**config.mk**
```make
export PLATFORM = sky130hd
export DESIGN_NAME = mul_share_arbiter
export DESIGN_NICKNAME = d
export VERILOG_FILES = /design/src/rtl/mul_share_arbiter.sv
export SDC_FILE = /design/constraint.sdc
export NUM_CORES = 1
export LEC_CHECK = 0
export CORE_AREA = 2 2 195 197
export CTS_BUF_LIST = sky130_fd_sc_hd__clkbuf_2
export CTS_CLUSTER_DIAMETER = 100
export DETAILED_ROUTE_END_ITERATION = 6
export DIE_AREA = 0 0 197 199
export PLACE_DENSITY_LB_ADDON = 0.3
export RECOVER_POWER = 50
export SETUP_SLACK_MARGIN = 0.1
export SLEW_MARGIN = 15
export SYNTH_ARGS = -nofsm -noshare
export SYNTH_HDL_FRONTEND = slang
export SYNTH_SLANG_ARGS = --single-unit
```
**constraint.sdc**
```tcl
create_clock -name clk -period 4.4 [get_ports clk]
set_clock_uncertainty 0.1 [all_clocks]
set_input_delay 0.88 -clock clk [delete_from_list [all_inputs] [get_ports clk]]
set_output_delay 0.88 -clock clk [all_outputs]
set_load 0.01 [all_outputs]
```
**src/rtl/mul_share_arbiter.sv**
```systemverilog
// Round-robin sharing of one pipelined 32x32->32 multiplier cell among NUM_REQ requesters.
// Optional perf counters (perf_clr, perf_busy_cycles, perf_stall_cycles) under MUL_SHARE_PERF_EN.

module mul_share_rsp_slot (
   input  logic        clk,
   input  logic        reset,
   input  logic        accept,
   input  logic        capture,
   input  logic [31:0] cell_result,
   input  logic        rsp_ready,
   output logic        pend,
   output logic        rsp_valid,
   output logic [31:0] rsp_result
);
   logic pop_q;

   // pend drops one edge after the pop, so a requester re-arms no earlier than the cycle after it.
   always_ff @(posedge clk) begin
      if (reset) begin
         pend       <= 1'b0;
         rsp_valid  <= 1'b0;
         rsp_result <= '0;
         pop_q      <= 1'b0;
      end else begin
         pop_q <= rsp_valid && rsp_ready;
         if (accept)     pend <= 1'b1;
         else if (pop_q) pend <= 1'b0;
         if (capture) begin
            rsp_valid  <= 1'b1;
            rsp_result <= cell_result;
         end else if (rsp_ready) begin
            rsp_valid  <= 1'b0;
         end
      end
   end
endmodule

module mul_share_arbiter #(
   parameter int NUM_REQ     = 4,
   parameter int MUL_LATENCY = 1,
   parameter int IDX_W       = 2
) (
   input  logic                     clk,
   input  logic                     reset,
   input  logic [NUM_REQ-1:0]       req_valid,
   output logic [NUM_REQ-1:0]       req_ready,
   input  logic [NUM_REQ-1:0][31:0] req_src1,
   input  logic [NUM_REQ-1:0][31:0] req_src2,
   output logic [NUM_REQ-1:0]       rsp_valid,
   input  logic [NUM_REQ-1:0]       rsp_ready,
   output logic [NUM_REQ-1:0][31:0] rsp_result,
   output logic [31:0]              cell_src1,
   output logic [31:0]              cell_src2,
   input  logic [31:0]              cell_result,
   output logic                     busy
`ifdef MUL_SHARE_PERF_EN
   ,
   input  logic                     perf_clr,
   output logic [31:0]              perf_busy_cycles,
   output logic [31:0]              perf_stall_cycles
`endif
);
   logic [IDX_W-1:0]                  ptr;
   logic [IDX_W-1:0]                  grant_idx;
   logic [IDX_W:0]                    cand;
   logic                              grant_vld;
   logic [NUM_REQ-1:0]                pend;
   logic [NUM_REQ-1:0]                eligible;
   logic [NUM_REQ-1:0]                grant;
   logic [NUM_REQ-1:0]                capture;
   logic [MUL_LATENCY:0]              vld_pipe;
   logic [MUL_LATENCY:0][IDX_W-1:0]   idx_pipe;
   logic [MUL_LATENCY-1:0]            vld_q;
   logic [MUL_LATENCY-1:0][IDX_W-1:0] idx_q;

   assign eligible = req_valid & ~pend & {NUM_REQ{~reset}};

   // First eligible index at or after ptr, wrapping at NUM_REQ (not necessarily a power of two).
   always_comb begin
      grant     = '0;
      grant_idx = '0;
      grant_vld = 1'b0;
      cand      = '0;
      for (int k = 0; k < NUM_REQ; k++) begin
         cand = {1'b0, ptr} + (IDX_W+1)'(k);
         if (cand >= (IDX_W+1)'(NUM_REQ)) cand = cand - (IDX_W+1)'(NUM_REQ);
         if (!grant_vld && eligible[cand[IDX_W-1:0]]) begin
            grant_vld = 1'b1;
            grant_idx = cand[IDX_W-1:0];
         end
      end
      if (grant_vld) grant[grant_idx] = 1'b1;
   end

   assign req_ready = grant;
   assign cell_src1 = grant_vld ? req_src1[grant_idx] : '0;
   assign cell_src2 = grant_vld ? req_src2[grant_idx] : '0;
   assign busy      = |pend;

   always_ff @(posedge clk) begin
      if (reset)          ptr <= '0;
      else if (grant_vld) ptr <= (grant_idx == IDX_W'(NUM_REQ-1)) ? '0 : grant_idx + IDX_W'(1);
   end

   // Tag pipe tracks the cell's register stages; stage 0 is the live grant.
   assign vld_pipe = {vld_q, grant_vld};
   assign idx_pipe = {idx_q, grant_idx};

   always_ff @(posedge clk) begin
      if (reset) begin
         vld_q <= '0;
         idx_q <= '0;
      end else begin
         vld_q <= vld_pipe[MUL_LATENCY-1:0];
         idx_q <= idx_pipe[MUL_LATENCY-1:0];
      end
   end

   for (genvar gi = 0; gi < NUM_REQ; gi++) begin : g_slot
      assign capture[gi] = vld_pipe[MUL_LATENCY] && (idx_pipe[MUL_LATENCY] == IDX_W'(gi));
      mul_share_rsp_slot u_slot (
         .clk         (clk),
         .reset       (reset),
         .accept      (grant[gi]),
         .capture     (capture[gi]),
         .cell_result (cell_result),
         .rsp_ready   (rsp_ready[gi]),
         .pend        (pend[gi]),
         .rsp_valid   (rsp_valid[gi]),
         .rsp_result  (rsp_result[gi])
      );
   end

`ifdef MUL_SHARE_PERF_EN
   logic stall;
   assign stall = |(eligible & ~grant);

   always_ff @(posedge clk) begin
      if (reset || perf_clr) begin
         perf_busy_cycles  <= '0;
         perf_stall_cycles <= '0;
      end else begin
         if ((|vld_q) && (perf_busy_cycles != '1))  perf_busy_cycles  <= perf_busy_cycles + 32'd1;
         if (stall && (perf_stall_cycles != '1))    perf_stall_cycles <= perf_stall_cycles + 32'd1;
      end
   end
`endif
endmodule

```
==> qor_table.md, run 1 <==
| Stage | Parameter | This run |
|---|---|---|
| final layout | Synth-to-layout area growth | 84.1% |
| sta | Worst slew margin relative to its limit | -0.377 |
| status | Run status | finished with violations |
| global routing | Overflow left after global routing | 0 |
| yosys | Number of synthesis warnings | 0 |
| worst hold path | Number of cells on the worst hold path | 1 |
| drt | Vias after detailed routing | 8155 |
| yosys | Area leader, netlist | sky130_fd_sc_hd__dfxtp_1 |
| final layout | Fraction of layout cells with a size suffix above 1 | 0.0634 |
| worst setup path | Data arrival time of the critical path | 3.30 ns |
| worst setup path | Worst path required time | 3.42 ns |
| yosys | Fraction of registers with async set/reset | 0 |
| power and ir drop | Clk network pwr share | 0.212 |
| drt | DR pass1 iterations | 5 |
| yosys | Ranking of synthesized cells by instance count | sky130_fd_sc_hd__nand2_1 (258), sky130_fd_sc_hd__dfxtp_1 (145), sky130_fd_sc_hd__a21oi_1 (135) |
| sta | Post-route clock period utilization | 0.972 |
| yosys | Most used standard cell by instance count after synthesis | sky130_fd_sc_hd__nand2_1 |
| yosys | Post-Synthesis Cells | 871 |
| worst setup path | Worst Reg-to-Reg Cells | 8 |
| clock network | Clock edge transition at the registers on the reported setup and hold paths | 0.19 ns |
| clock network | Number of buffers inserted during clock tree synthesis | 17 |
| worst setup path | Critical path launch point type | input port |
| sta | Slew @ Worst Pin | 2.07 ns |
| global routing | Initial antenna violation count | 13 |
| die | Initial standard-cell utilization of the core | 0.190 |
| placed design | HPWL Detailed | 30800 µm |
| clock network | Clock tree from TritonCTS | yes |
| sta | RSZ-0062 raised after global routing | true |
| worst setup path | R2R Setup Slk | 2.30 ns |
| worst setup path | Startpoint of the lowest-slack register-to-register path | ptr[1]$_SDFFE_PP0P_ |
| power and ir drop | Sequential share of power | 0.412 |
| yosys | Number of flip-flops and latches in the synthesized netlist | 145 |
| run | Max Cap Viol | 1 |
| sta | Final setup violation count | 0 |
| worst setup path | Worst r2r dst | ptr[1]$_SDFFE_PP0P_ |
| die | Die H | 199 µm |
| final layout | Final Util | 0.351 |
| die | Placeable core region | 37100 µm² |
| final layout | Number of nets at the end of the flow | 1646 |
| sta | Post-layout worst setup margin | 0.124 ns |
| drt | Remaining antenna violation count | 0 |
| worst setup path | Critical path capture point type | output pin |
| die | Chip Width | 197 µm |
| sta | Max Transition Viols Final | 44 |
| worst hold path | Endpoint of the worst hold-timing path | g_slot[0].u_slot.pend$_SDFFE_PP0P_ |
| drt | Initial detailed-routing violation count | 351 |
| placed design | Port bufs | 498 |
| sta | Smallest hold slack | 0.333 ns |
| yosys | Number of distinct standard cells referenced by the synthesized netlist | 42 |
| clock network | Number of clock sinks seen by CTS | 145 |
| yosys | Syn Nets | 1170 |
| drt | Vias per cell | 4.44 |
| final layout | Finished layout cell area | 13000 µm² |
| yosys | Proportion of synthesized chip area in sequential cells | 0.410 |
| yosys | Netlist Area Pre-Place | 7070 µm² |
| worst hold path | Launch point of the worst hold path | g_slot[0].u_slot.pop_q$_SDFF_PP0_ |
| die | Die Footprint | 39200 µm² |
| sta | Final count of hold timing violations | 0 |
| drt | Total wirelength of the detailed-routed design | 39400 µm |
| status | Failing checks | max-capacitance violations, max-slew violations |
| worst hold path | Hold/Removal Path Class | reg -> reg |
| yosys | Dominant cells by area after synthesis | sky130_fd_sc_hd__dfxtp_1 (41%), sky130_fd_sc_hd__mux2i_1 (18%), sky130_fd_sc_hd__nand2_1 (14%) |
| clock network | Skew-Pair Late Insertion Delay | 0.73 ns |
| yosys | Mean instance size in the synthesized netlist | 8.12 µm² |
| clock network | Maximum number of buffers from clock root to sink | 2 |
| clock network | Root buf cell | sky130_fd_sc_hd__clkbuf_2 |
| drt | Drt drc | 0 |
| power and ir drop | Total design power | 3.45 mW |
| placed design | Placed Area | 12600 µm² |
| yosys | Fraction of post-synthesis cell area in the top cell type by area | 0.410 |
| power and ir drop | Switching share of total power | 0.325 |
| power and ir drop | Comb pwr share | 0.376 |
| worst setup path | Highest net fanout along the worst path | 14 |
| sta | Min Tclk post-route | 4.28 ns |
| global routing | Wire length of the first global-routing pass | 53500 µm |
| die | Site row count | 71 |
| sta | Timing-limited maximum frequency | 234 MHz |
| power and ir drop | Power per unit of standard cell area | 265 nW/µm² |
| clock network | Count of H-tree levels built during CTS | 4 |
| power and ir drop | Max VDD drop | 0.175 mV |
| placed design | Last weighted congestion value of the routability-driven placer | 0.861 |
| global routing | Via count of the first global-routing pass | 7902 |
| placed design | Placement-stage worst setup slack | -0.117 ns |
| power and ir drop | Net switching power | 1.12 mW |
| power and ir drop | Cell-internal power | 2.33 mW |
| yosys | Predominant post-synthesis flop cell | sky130_fd_sc_hd__dfxtp_1 |
| power and ir drop | Static Leakage | 5.14 nW |
| global routing | All-layer global routing usage | 0.188 |
| yosys | Number of enable-type register cells in the synthesized netlist | 0 |
| die | Boundary pin count | 499 |
| drt | Routed length per placed instance | 21.5 µm |
| global routing | Largest net degree at the start of global routing | 96 |
| worst setup path | CP Class | in -> out |
| final layout | Count of fill cells added during filler insertion | 3929 |
[repair_timing]
item,in CTS,in global routing
hold buffers,0,0
gates resized for setup,46,46
endpoints found under the setup margin,58,58
gates cloned,2,0
buffers inserted,3,0
pin swaps,1,1
[state kept, by name, summed over array words and instances (netlist names)]
name / cells
ptr: 2
g_slot.u_slot.rsp_result: 128
vld_q: 1
g_slot.u_slot.pend: 4
g_slot.u_slot.rsp_valid: 4
g_slot.u_slot.pop_q: 4
idx_q: 2
[worst max path at each step]
stage	startpoint	to	slack [ns]	cells past startpoint
finish	req_valid[0]	cell_src2[10]	0.12	9
detailed placement	req_valid[3]	cell_src2[1]	-0.12	9
global placement	req_valid[3]	cell_src2[30]	-0.14	9
global route	req_valid[0]	cell_src2[10]	0.02	9
CTS	req_valid[3]	cell_src1[7]	0.03	10
floorplan	req_valid[3]	req_ready[3]	1.22	9
[cells in the final DEF, fill, tap and decap left out, types with 8 or more instances in the layout]
cell                              count
sky130_fd_sc_hd__buf_12               9
sky130_fd_sc_hd__dlymetal6s2s_1      35
sky130_fd_sc_hd__o22ai_1             63
sky130_fd_sc_hd__dlygate4sd3_1       29
sky130_fd_sc_hd__clkdlybuf4s50_1    403
sky130_fd_sc_hd__a21oi_1            135
sky130_fd_sc_hd__dlygate4sd2_1       29
sky130_fd_sc_hd__buf_4               21
sky130_fd_sc_hd__mux2i_1            121
sky130_fd_sc_hd__clkbuf_2            18
sky130_fd_sc_hd__nand2b_1             8
sky130_fd_sc_hd__nand2_1            258
sky130_fd_sc_hd__dfxtp_1            145
[layout make-up]
class | instances | area, µm² | area share
multi-input cells | 639 | 3770 | 0.290
inverters | 5 | 18.8 | 0.00144
repair buffers | 539 | 5510 | 0.423
clock buffers | 17 | 85.1 | 0.00653
diodes | 7 | 17.5 | 0.00135
flip-flops and latches | 145 | 2900 | 0.223
well taps | 474 | 593 | 0.0455
clock inverters | 12 | 121 | 0.00932
[worst max-delay path, stage by stage]
cell and delay (ns):
sky130_fd_sc_hd__dlygate4sd3_1 0.57, sky130_fd_sc_hd__nand2b_1 0.12, sky130_fd_sc_hd__o21ai_2 0.10, sky130_fd_sc_hd__a211oi_4 0.33
sky130_fd_sc_hd__bufbuf_16 0.37, sky130_fd_sc_hd__buf_4 0.12, sky130_fd_sc_hd__mux2i_1 0.06, sky130_fd_sc_hd__o22ai_1 0.12
sky130_fd_sc_hd__clkdlybuf4s50_1 0.61
[power groups by stage]
stage / clock [mW] / combinational [mW] / sequential, mW
finish: 0.729 / 1.30 / 1.42
global route: 0.821 / 1.38 / 1.43
CTS: 0.779 / 1.32 / 1.42
detailed placement: 0 / 1.31 / 1.45
global placement: 0 / 1.30 / 1.44
floorplan: 0 / 0.512 / 1.46
[per-stage QoR]
step                cells  setup TNS [ns]
global route         1838               0
finish               1838               0
detailed placement   1797          -0.389
global placement     1797          -0.512
floorplan             871               0
CTS                  1831               0
[metal layers]
layer,up-vias,GRT usage,wire length (µm)
met5,-,0,13
met4,2,0.0699,1170
met3,54,0.0565,3080
met2,337,0.342,20300
met1,3818,0.205,14900
li1,3944,-,-
[cells by family (layout without fill, tap and decap cells)]
group / after synthesis / after routing / share of synthesized area
AO/OA/AOI/OAI: 212 / 212 / 0.166
multiplexers: 129 / 129 / 0.183
AND/OR/NAND/NOR: 297 / 297 / 0.173
buffers and inverters: 87 / 573 / 0.0662
other: 0 / 7 / 0
adder cells (fa/ha/maj): 1 / 1 / 0.00177
flip-flops: 145 / 145 / 0.410
(Power assumes the default switching activity.)
==> run 2: changes to the inputs <==
CAP_MARGIN = 20   (was default)
clock period = 4.6 ns   (was 4.4 ns; I/O delays follow)
==> qor_table.md, run 2 (synthesis gave the netlist of run 1 again) <==
| Stage | Parameter | This run | Change |
|---|---|---|---|
| status | Run status | finished with violations | unchanged |
| status | Failing checks | max-capacitance violations, max-slew violations | unchanged |
| placed design | Port bufs | 498 | unchanged |
| clock network | Clock tree from TritonCTS | yes | unchanged |
| final layout | Most common library cell in the layout ignoring fill and taps | sky130_fd_sc_hd__clkdlybuf4s50_1 | unchanged |
| final layout | Fraction of layout cells with a size suffix above 1 | 0.0585 | was 0.0634 |
| clock network | Count of H-tree levels built during CTS | 4 | unchanged |
| sta | Post-route clock period utilization | 0.955 |  |
| drt | Vias after detailed routing | 8199 | was 8155 |
| die | Die H | 199 µm | unchanged |
| drt | Remaining antenna violation count | 0 | unchanged |
| drt | Routed length per placed instance | 21.3 µm | was 21.5 µm |
| sta | Worst slew margin relative to its limit | -1.44 | was -0.377 |
| sta | Slew @ Worst Pin | 3.66 ns | was 2.07 ns |
| final layout | Count of fill cells added during filler insertion | 3864 | was 3929 |
| sta | RSZ-0062 raised after global routing | true | unchanged |
| clock network | Clock edge transition at the registers on the reported setup and hold paths | 0.23 ns | was 0.19 ns |
| die | Chip Width | 197 µm | unchanged |
| clock network | Skew-Pair Late Insertion Delay | 0.76 ns | was 0.73 ns |
| drt | Drt drc | 0 | unchanged |
| sta | Timing-limited maximum frequency | 228 MHz |  |
| global routing | Largest net degree at the start of global routing | 77 | was 96 |
| placed design | Last weighted congestion value of the routability-driven placer | 0.819 | was 0.861 |
| drt | DR pass1 iterations | 4 | was 5 |
| die | Initial standard-cell utilization of the core | 0.190 | unchanged |
| worst setup path | Highest net fanout along the worst path | 17 | was 14 |
| final layout | Count of non-filler cells in the finished layout | 1837 | was 1838 |
| worst setup path | Max stage delay on crit path | 0.48 ns | was 0.61 ns |
| final layout | Top library cells by usage in the layout, fill and taps aside | sky130_fd_sc_hd__clkdlybuf4s50_1 (451), sky130_fd_sc_hd__nand2_1 (258), sky130_fd_sc_hd__dfxtp_1 (144) | was sky130_fd_sc_hd__clkdlybuf4s50_1 (403), sky130_fd_sc_hd__nand2_1 (258), sky130_fd_sc_hd__dfxtp_1 (145) |
| die | Site row count | 71 | unchanged |
| global routing | All-layer global routing usage | 0.187 | was 0.188 |
| sta | Final setup violation count | 0 | unchanged |
| global routing | Via count of the first global-routing pass | 7955 | was 7902 |
| power and ir drop | Power per unit of standard cell area | 271 nW/µm² | was 265 nW/µm² |
| drt | Vias per cell | 4.46 | was 4.44 |
| worst setup path | Worst path required time | 3.58 ns | was 3.42 ns |
| run | Max Cap Viol | 1 | unchanged |
| final layout | Reg with most FFs | g_slot.u_slot.rsp_result | unchanged |
| clock network | Root buf cell | sky130_fd_sc_hd__clkbuf_2 | unchanged |
| worst setup path | CP Class | in -> out | unchanged |
| sta | Max Transition Viols Final | 77 | was 44 |
| die | Die Footprint | 39200 µm² | unchanged |
| sta | Min Tclk post-route | 4.39 ns |  |
| worst setup path | Critical path capture point type | output pin | unchanged |
| drt | Initial detailed-routing violation count | 327 | was 351 |
| die | Placeable core region | 37100 µm² | unchanged |
| global routing | Wire length of the first global-routing pass | 53500 µm | about the same |
| worst setup path | Cell Chain, Critical Path | clkdlybuf4s50_1 > nor2b_1 > o21ai_1 > a211oi_4 > buf_4 > buf_12 > buf_4 > mux2i_1 > o22ai_1 > clkdlybuf4s50_1 | was dlygate4sd3_1 > nand2b_1 > o21ai_2 > a211oi_4 > bufbuf_16 > buf_4 > mux2i_1 > o22ai_1 > clkdlybuf4s50_1 |
| die | Boundary pin count | 499 | unchanged |
| power and ir drop | Max VDD drop | 0.140 mV | was 0.175 mV |
| sta | Final count of hold timing violations | 0 | unchanged |
| final layout | Number of nets at the end of the flow | 1637 | was 1646 |
| global routing | Overflow left after global routing | 0 | unchanged |
| worst setup path | Critical-path cell with the highest stage delay | sky130_fd_sc_hd__clkdlybuf4s50_1 | unchanged |
| drt | Total wirelength of the detailed-routed design | 39100 µm | was 39400 µm |
| worst hold path | Hold/Removal Path Class | in -> reg | was reg -> reg |
| final layout | Synth-to-layout area growth | 83.3% | was 84.1% |
| worst setup path | Critical path launch point type | input port | unchanged |
| clock network | Number of clock sinks seen by CTS | 145 | unchanged |
| final layout | Final Util | 0.349 | was 0.351 |
| clock network | Number of buffers inserted during clock tree synthesis | 17 | unchanged |
| power and ir drop | Static Leakage | 4.76 nW | was 5.14 nW |
| final layout | Flip-flop count of the largest register after layout | 128 | unchanged |
| clock network | Maximum number of buffers from clock root to sink | 2 | unchanged |
| placed design | Post-Place Cells | 1789 | was 1797 |
| placed design | HPWL Detailed | 30300 µm | was 30800 µm |
| global routing | Initial antenna violation count | 15 | was 13 |
| worst setup path | Data arrival time of the critical path | 3.37 ns | was 3.30 ns |
## run 2: changes by cell type in the layout (fill, tap and decap cells not counted), moves of 5 or more
cell                              previous run  this run
sky130_fd_sc_hd__mux2i_2                     7         1
sky130_fd_sc_hd__dlygate4sd2_1              29         2
sky130_fd_sc_hd__dlymetal6s2s_1             35        16
sky130_fd_sc_hd__diode_2                     7        12
sky130_fd_sc_hd__mux2i_1                   121       128
sky130_fd_sc_hd__clkdlybuf4s50_1           403       451
## run 2: area by class of cell
cell class | instances | area [µm²] | share of cell area
diodes | 12 | 30.0 | 0.00232
clock buffers | 18 | 90.1 | 0.00695
clock inverters | 14 | 213 | 0.0164
inverters | 5 | 18.8 | 0.00145
multi-input cells | 639 | 3750 | 0.289
flip-flops and latches | 145 | 2900 | 0.224
well taps | 474 | 593 | 0.0457
repair buffers | 530 | 5370 | 0.414
## run 2: path summary, 6_finish.rpt
path / from / to / slack [ns] / cells after the start
setup / recovery: req_valid[3] / cell_src1[29] / 0.21 / 10
hold / removal: reset / idx_q[1]$_SDFF_PP0_ / 0.31 / 2
setup reg to reg: g_slot[1].u_slot.pend$_SDFFE_PP0P_ / ptr[1]$_SDFFE_PP0P_ / 2.52 / 8
hold reg to reg: g_slot[0].u_slot.pop_q$_SDFF_PP0_ / g_slot[0].u_slot.pend$_SDFFE_PP0P_ / 0.35 / 1
## run 2: worst max-delay path: cells and delay by family
| family | cells | cell delay, ns |
|---|---|---|
| AOI/OAI and AO/OA | 3 | 0.52 |
| buffers and inverters | 5 | 1.52 |
| muxes | 1 | 0.22 |
| and+or+nand+nor | 1 | 0.17 |
## run 2: report_power, final
part           switching [mW]  internal, mW  total, mW
logic                   0.564         0.677       1.24
registers              0.0382          1.32       1.36
clock network           0.505         0.413      0.917
total                    1.11          2.41       3.52
## run 2: repair_timing
action                                  in CTS  in global routing
endpoints found under the setup margin      22                 54
hold buffers                                 0                  0
pin swaps                                    1                  0
resized for setup                            3                 25
buffers inserted                             3                  0
cloned                                       1                  0
## run 2: routing by layer
metal / GRT usage / wire, µm / share of wire / up-vias
met5: 0 / 23 / 0.00059 / -
met4: 0.0997 / 1250 / 0.032 / 4
met3: 0.0661 / 3320 / 0.085 / 60
met2: 0.319 / 19600 / 0.50 / 342
met1: 0.205 / 14900 / 0.38 / 3858
li1: - / - / - / 3935
## run 2: stage by stage
step	worst slack, ns	cell area (µm²)	total power [mW]	hold WS [ns]	TNS [ns]
2_1_floorplan	1.34	7070	1.89	0.298	0
3_3_place_gp	-0.0233	12500	2.61	0.316	-0.0233
3_5_place_dp	-0.0175	12500	2.62	0.311	-0.0175
4_1_cts	0.107	12900	3.57	0.201	0
5_1_grt	0.0762	13000	3.69	0.212	0
6_report	0.205	13000	3.52	0.314	0
==> run 3: changes to the inputs <==
CORE_AREA = 2 2 193 195   (was 2 2 195 197)
DIE_AREA = 0 0 195 197   (was 0 0 197 199)
PLACE_DENSITY_LB_ADDON = default   (was 0.3)
SLEW_MARGIN = 20   (was 15)
==> qor_table.md, run 3 (synthesis gave the netlist of run 1 again) <==
| Stage | Parameter | This run | Change |
|---|---|---|---|
| status | Run status | finished with violations | unchanged |
| status | Failing checks | max-capacitance violations, max-slew violations | unchanged |
| global routing | All-layer global routing usage | 0.189 | was 0.187 |
| placed design | HPWL Detailed | 29900 µm | was 30300 µm |
| final layout | Fraction of layout cells with a size suffix above 1 | 0.0654 | was 0.0585 |
| sta | Post-route clock period utilization | 0.977 | was 0.955 |
| power and ir drop | Power per unit of standard cell area | 263 nW/µm² | was 271 nW/µm² |
| clock network | Root buf cell | sky130_fd_sc_hd__clkbuf_2 | unchanged |
| worst setup path | Worst path required time | 3.58 ns | about the same |
| die | Die Footprint | 38400 µm² | was 39200 µm² |
| placed design | Last weighted congestion value of the routability-driven placer | 0.941 | was 0.819 |
| drt | DR pass1 iterations | 7 | was 4 |
| die | Boundary pin count | 499 | unchanged |
| drt | Vias after detailed routing | 8195 | was 8199 |
| die | Initial standard-cell utilization of the core | 0.195 | was 0.190 |
| clock network | Number of clock sinks seen by CTS | 145 | unchanged |
| global routing | Wire length of the first global-routing pass | 53900 µm | was 53500 µm |
| sta | Max Transition Viols Final | 62 | was 77 |
| sta | Slew @ Worst Pin | 2.93 ns | was 3.66 ns |
| final layout | Synth-to-layout area growth | 83.9% | was 83.3% |
| run | Max Cap Viol | 1 | unchanged |
| clock network | Maximum number of buffers from clock root to sink | 2 | unchanged |
| sta | Timing-limited maximum frequency | 223 MHz | was 228 MHz |
| clock network | Count of H-tree levels built during CTS | 4 | unchanged |
| clock network | Skew-Pair Late Insertion Delay | 0.76 ns | about the same |
| drt | Routed length per placed instance | 20.8 µm | was 21.3 µm |
| global routing | Via count of the first global-routing pass | 8114 | was 7955 |
| sta | Final count of hold timing violations | 0 | unchanged |
| sta | Final-layout setup total negative slack | 0 ns | unchanged |
| worst setup path | Critical path capture point type | output pin | unchanged |
| worst hold path | Hold/Removal Path Class | reg -> reg | was in -> reg |
| placed design | Placement-stage worst setup slack | 0.0514 ns | was -0.0175 ns |
| sta | Final setup violation count | 0 | unchanged |
| die | Site row count | 70 | was 71 |
| sta | RSZ-0062 raised after global routing | true | unchanged |
| drt | Remaining antenna violation count | 0 | unchanged |
| worst setup path | Highest net fanout along the worst path | 34 | was 17 |
| final layout | Top library cells by usage in the layout, fill and taps aside | sky130_fd_sc_hd__clkdlybuf4s50_1 (447), sky130_fd_sc_hd__nand2_1 (258), sky130_fd_sc_hd__dfxtp_1 (145) | was sky130_fd_sc_hd__clkdlybuf4s50_1 (451), sky130_fd_sc_hd__nand2_1 (258), sky130_fd_sc_hd__dfxtp_1 (144) |
| worst setup path | CP Class | in -> out | unchanged |
| sta | Worst slew margin relative to its limit | -0.956 | was -1.44 |
| die | Chip Width | 195 µm | was 197 µm |
| final layout | Most common library cell in the layout ignoring fill and taps | sky130_fd_sc_hd__clkdlybuf4s50_1 | unchanged |
| worst setup path | Critical path launch point type | input port | unchanged |
| worst setup path | Data arrival time of the critical path | 3.47 ns | was 3.37 ns |
| clock network | Clock edge transition at the registers on the reported setup and hold paths | 0.20 ns | was 0.23 ns |
| power and ir drop | Static Leakage | 4.82 nW | was 4.76 nW |
| die | Die H | 197 µm | was 199 µm |
| placed design | Port bufs | 498 | unchanged |
| die | Placeable core region | 36300 µm² | was 37100 µm² |
| global routing | Overflow left after global routing | 0 | unchanged |
| drt | Total wirelength of the detailed-routed design | 38100 µm | was 39100 µm |
| final layout | Number of nets at the end of the flow | 1647 | was 1637 |
| clock network | Number of buffers inserted during clock tree synthesis | 17 | unchanged |
| global routing | Largest net degree at the start of global routing | 82 | was 77 |
| clock network | Clock tree from TritonCTS | yes | unchanged |
| drt | Initial detailed-routing violation count | 317 | was 327 |
| global routing | Initial antenna violation count | 9 | was 15 |
| sta | Post-layout worst setup margin | 0.107 ns | was 0.205 ns |
| power and ir drop | Max VDD drop | 0.167 mV | was 0.140 mV |
| final layout | Flip-flop count of the largest register after layout | 128 | unchanged |
| final layout | Reg with most FFs | g_slot.u_slot.rsp_result | unchanged |
| sta | Min Tclk post-route | 4.49 ns | was 4.39 ns |
| drt | Drt drc | 0 | unchanged |
| drt | Vias per cell | 4.47 | was 4.46 |
## run 3: changes by cell type in the layout (fill, tap and decap cells not counted), moves of 2 or more
cell,change
sky130_fd_sc_hd__buf_12,+4
sky130_fd_sc_hd__buf_4,+7
sky130_fd_sc_hd__bufinv_16,-2
sky130_fd_sc_hd__clkdlybuf4s50_1,-4
sky130_fd_sc_hd__diode_2,-6
sky130_fd_sc_hd__dlymetal6s2s_1,+2
sky130_fd_sc_hd__mux2i_1,-2
sky130_fd_sc_hd__mux2i_2,+2
sky130_fd_sc_hd__o22ai_1,+2
sky130_fd_sc_hd__o22ai_2,-2
## run 3: worst paths after layout
path	start	endpoint	slack, ns	cells past startpoint
worst max register to register	ptr[1]$_SDFFE_PP0P_	ptr[1]$_SDFFE_PP0P_	2.49	8
worst min register to register	g_slot[0].u_slot.pop_q$_SDFF_PP0_	g_slot[0].u_slot.pend$_SDFFE_PP0P_	0.35	1
worst min-delay path	g_slot[0].u_slot.pop_q$_SDFF_PP0_	g_slot[0].u_slot.pend$_SDFFE_PP0P_	0.35	1
worst max-delay path	req_valid[0]	cell_src1[25]	0.11	9
## run 3: worst max-delay path, cell delays in order
cell and delay (ns):
sky130_fd_sc_hd__dlygate4sd3_1 0.56, sky130_fd_sc_hd__nor2b_1 0.15, sky130_fd_sc_hd__a41oi_1 0.20, sky130_fd_sc_hd__nand2_1 0.09
sky130_fd_sc_hd__or2_2 0.35, sky130_fd_sc_hd__buf_12 0.20, sky130_fd_sc_hd__buf_4 0.22, sky130_fd_sc_hd__o22ai_1 0.17
sky130_fd_sc_hd__clkdlybuf4s50_1 0.57
## run 3: cell type report
| cell class | instances | area, µm² |
|---|---|---|
| Inverter | 5 | 18.8 |
| Sequential cell | 145 | 2900 |
| Antenna cell | 6 | 15.0 |
| Fill cell | 3718 | 23300 |
| Clock inverter | 13 | 160 |
| Multi-Input combinational cell | 639 | 3740 |
| Timing Repair Buffer | 540 | 5490 |
| Tap cell | 468 | 586 |
| Clock buffer | 19 | 95.1 |
## run 3: metal layers
metal / GRT usage / vias to the layer above / share of wire
li1: - / 3956 / -
met4: 0.0659 / 2 / 0.024
met2: 0.341 / 317 / 0.52
met5: 0 / - / 0.00034
met1: 0.209 / 3874 / 0.38
met3: 0.0607 / 46 / 0.078
## run 3: report_power, final
group / switching, mW / leakage (nW) / internal [mW]
Clock: 0.484 / 0.145 / 0.307
Sequential: 0.0377 / 1.18 / 1.32
Combinational: 0.572 / 3.50 / 0.698
## run 3: stage by stage
step                total power [mW]  hold slack, ns  utilization  cells  area (µm²)
global route                    3.59           0.365        0.359   1835       13000
floorplan                       1.89           0.298            -    871        7070
detailed placement              2.65           0.332        0.348   1795       12600
global placement                2.64           0.324        0.348   1795       12600
CTS                             3.47           0.264        0.357   1829       12900
finish                          3.42           0.351        0.359   1835       13000
## run 3: timing repair
| action | CTS | global route |
|---|---|---|
| resized for setup | 2 | 25 |
| hold buffers | 0 | 0 |
| cloned | 1 | 0 |
| setup endpoints to repair | 16 | 53 |
| pin swaps | 0 | 1 |
| setup buffers | 1 | 0 |
==> RTL edit, RTL diff (settings of run 1) <==
Add a define of `MUL_SHARE_PERF_EN`.
--- a/src/rtl/mul_share_arbiter.sv
+++ b/src/rtl/mul_share_arbiter.sv
@@ -2,2 +2,4 @@
 // Optional perf counters (perf_clr, perf_busy_cycles, perf_stall_cycles) under MUL_SHARE_PERF_EN.
+
+`define MUL_SHARE_PERF_EN
 
Interface: changed (added perf_busy_cycles, perf_clr and perf_stall_cycles); port bits go from 499 to 564. No check against the original RTL was run, so the function may have changed too.
==> RTL edit against run 1 <==
  * The run still ends with capacitance limit, slew limit left
  * Total power increased by 43%
  * Area after synthesis increased by 50%
  * Synthesized cell count increased by 54%
  * Sequential power increased by 42%
  * Design area increased by 37%
  * Routed wire length increased by 30%
  * Sequential cell count increased by 64
  * Setup slack got worse by 65 ps
  * Sequential share of layout area increased by 1.2 points
  * First-iteration DRC count increased by 95%
  * Hold slack improved by 22 ps
==> RTL edit: results (changes against run 1) <==
- Final Net Count: 2237 (+36%)
- Worst slew margin: -0.6210 (-0.2442)
- MaxCap Viol Count: 2 (+1)
- All-layer global routing usage: 0.2458 (+0.05829)
- Crit Path Max Fanout: 19 (+5)
- Hold_ws: 354.5 ps (+21.59 ps)
- Register-to-register setup slack: 800 ps (-1500 ps)
- Hold WC Path Type: primary input to register
- Area after DPL: 17140 sq um (+36%)
- Inst Count DP: 2351 (+31%)
- Mean Syn Cell Area: 7.929 sq um (-2.3%)
- Max Transition Viols Final: 68 (+55%)
- Static Leak: 6.462 nW (+26%)
- Dpl hpwl: 39280 um (+27%)
- Failing checks: capacitance limit, slew limit
- FF-to-FF End: perf_stall_cycles[24]
- Worst endpoint data arrival time: 3360 ps (+60 ps)
- Status: finished with violations
- Vias in the first global route: 11980 (+52%)
- Wire length per cell: 20.79 um (-3.1%)
- DR vias/cell: 5.063 (+14%)
- Clk_lat worst skew: 850 ps (+120 ps)
- R2R Path Start: ptr[0]
- Cells on worst reg2reg path: 14 (+6)
- First-pass GRT wire length: 72890 um (+36%)
- Clock slew at reported path FFs: 100 ps (-90 ps)
- GP Congestion: 0.9522 (+11%)
- Pin count of the biggest net entering global routing: 84 (-13%)
- Worst hold stages: 3 (+2)
- Max VDD drop: 140.7 uV (-20%)
- Drt initial violations: 683 (+95%)
- Sequential share of the synthesized area: 0.3935 (-0.01697)
RTL edit: cell types whose count changed after synthesis, moves of 24 or more:
cell,run 1,this run
a211oi_1,1,128
nor2b_1,6,70
clkbuf_1,46,77
o22ai_1,64,0
nor2_1,7,54
mux2i_1,129,70
nand3_1,1,29
a21oi_1,135,159
nand2_1,258,300
dfxtp_1,145,209
RTL edit: repair_timing:
item,CTS,global route
cloned,0,2
endpoints found under the setup margin,68,65
gates resized for setup,177,137
endpoints found under the hold margin,0,0
pin swaps,23,21
setup buffers,3,1
RTL edit: metal layers:
layer  wire length (um)  up-vias  GRT usage  part of all wire
li1                   -     5951          -                 -
met1              19030     5897     0.2698              0.37
met2              26410      507     0.4276              0.52
met3               3876      106    0.07460             0.076
met4               1828        0     0.1298             0.036
met5                  0        -          0                 0
RTL edit: how the worst max path moves through the flow:
stage	start	slack, ps	endpoint	cells after the start
3_5_place_dp	req_valid[0]	-420	cell_src2[31]	12
6_report	req_valid[3]	60	cell_src2[10]	12
2_1_floorplan	reset	460	perf_stall_cycles[31]	13
4_1_cts	ptr[0]	-70	cell_src2[10]	11
5_1_grt	ptr[0]	-100	cell_src2[10]	12
3_3_place_gp	req_valid[2]	-370	cell_src2[2]	12
RTL edit: worst max-delay path, cell delays in order:
cell             delay (ps)
clkdlybuf4s50_1         500
nand2b_4                 70
a211oi_2                290
a221oi_4                 70
nor4_4                  330
buf_12                  210
buf_12                  170
buf_12                  140
mux2i_1                  80
a211oi_2                310
buf_4                   180
buf_6                   110
RTL edit: kinds of logic (layout without fill, tap and decap cells):
family / after synthesis / in the layout / synth area share
other: 0 / 13 / 0
buffers and inverters: 127 / 760 / 0.05154
adder cells (fa/ha/maj): 3 / 3 / 0.003531
XOR/XNOR: 29 / 29 / 0.02389
multiplexers: 70 / 70 / 0.06590
AND/OR/NAND/NOR: 569 / 569 / 0.2562
flip-flops: 209 / 209 / 0.3935
AO/OA/AOI/OAI: 334 / 334 / 0.2055
RTL edit: power by group:
part           total (W)  switching, W  internal (W)
Sequential       0.00201     0.0000464       0.00196
Combinational    0.00159      0.000780      0.000807
Clock            0.00132      0.000815      0.000507
Total            0.00492       0.00164       0.00327
RTL edit: layout make-up:
| type | instances | area, sq um |
|---|---|---|
| timing repair buffer | 654 | 6305 |
| inverter | 15 | 58.81 |
| multi-input combinational | 1005 | 6178 |
| clock buffer | 72 | 360.3 |
| tap | 474 | 593.1 |
| fill | 3638 | 19300 |
| sequential | 209 | 4192 |
| clock inverter | 19 | 111.4 |
| antenna | 13 | 32.53 |
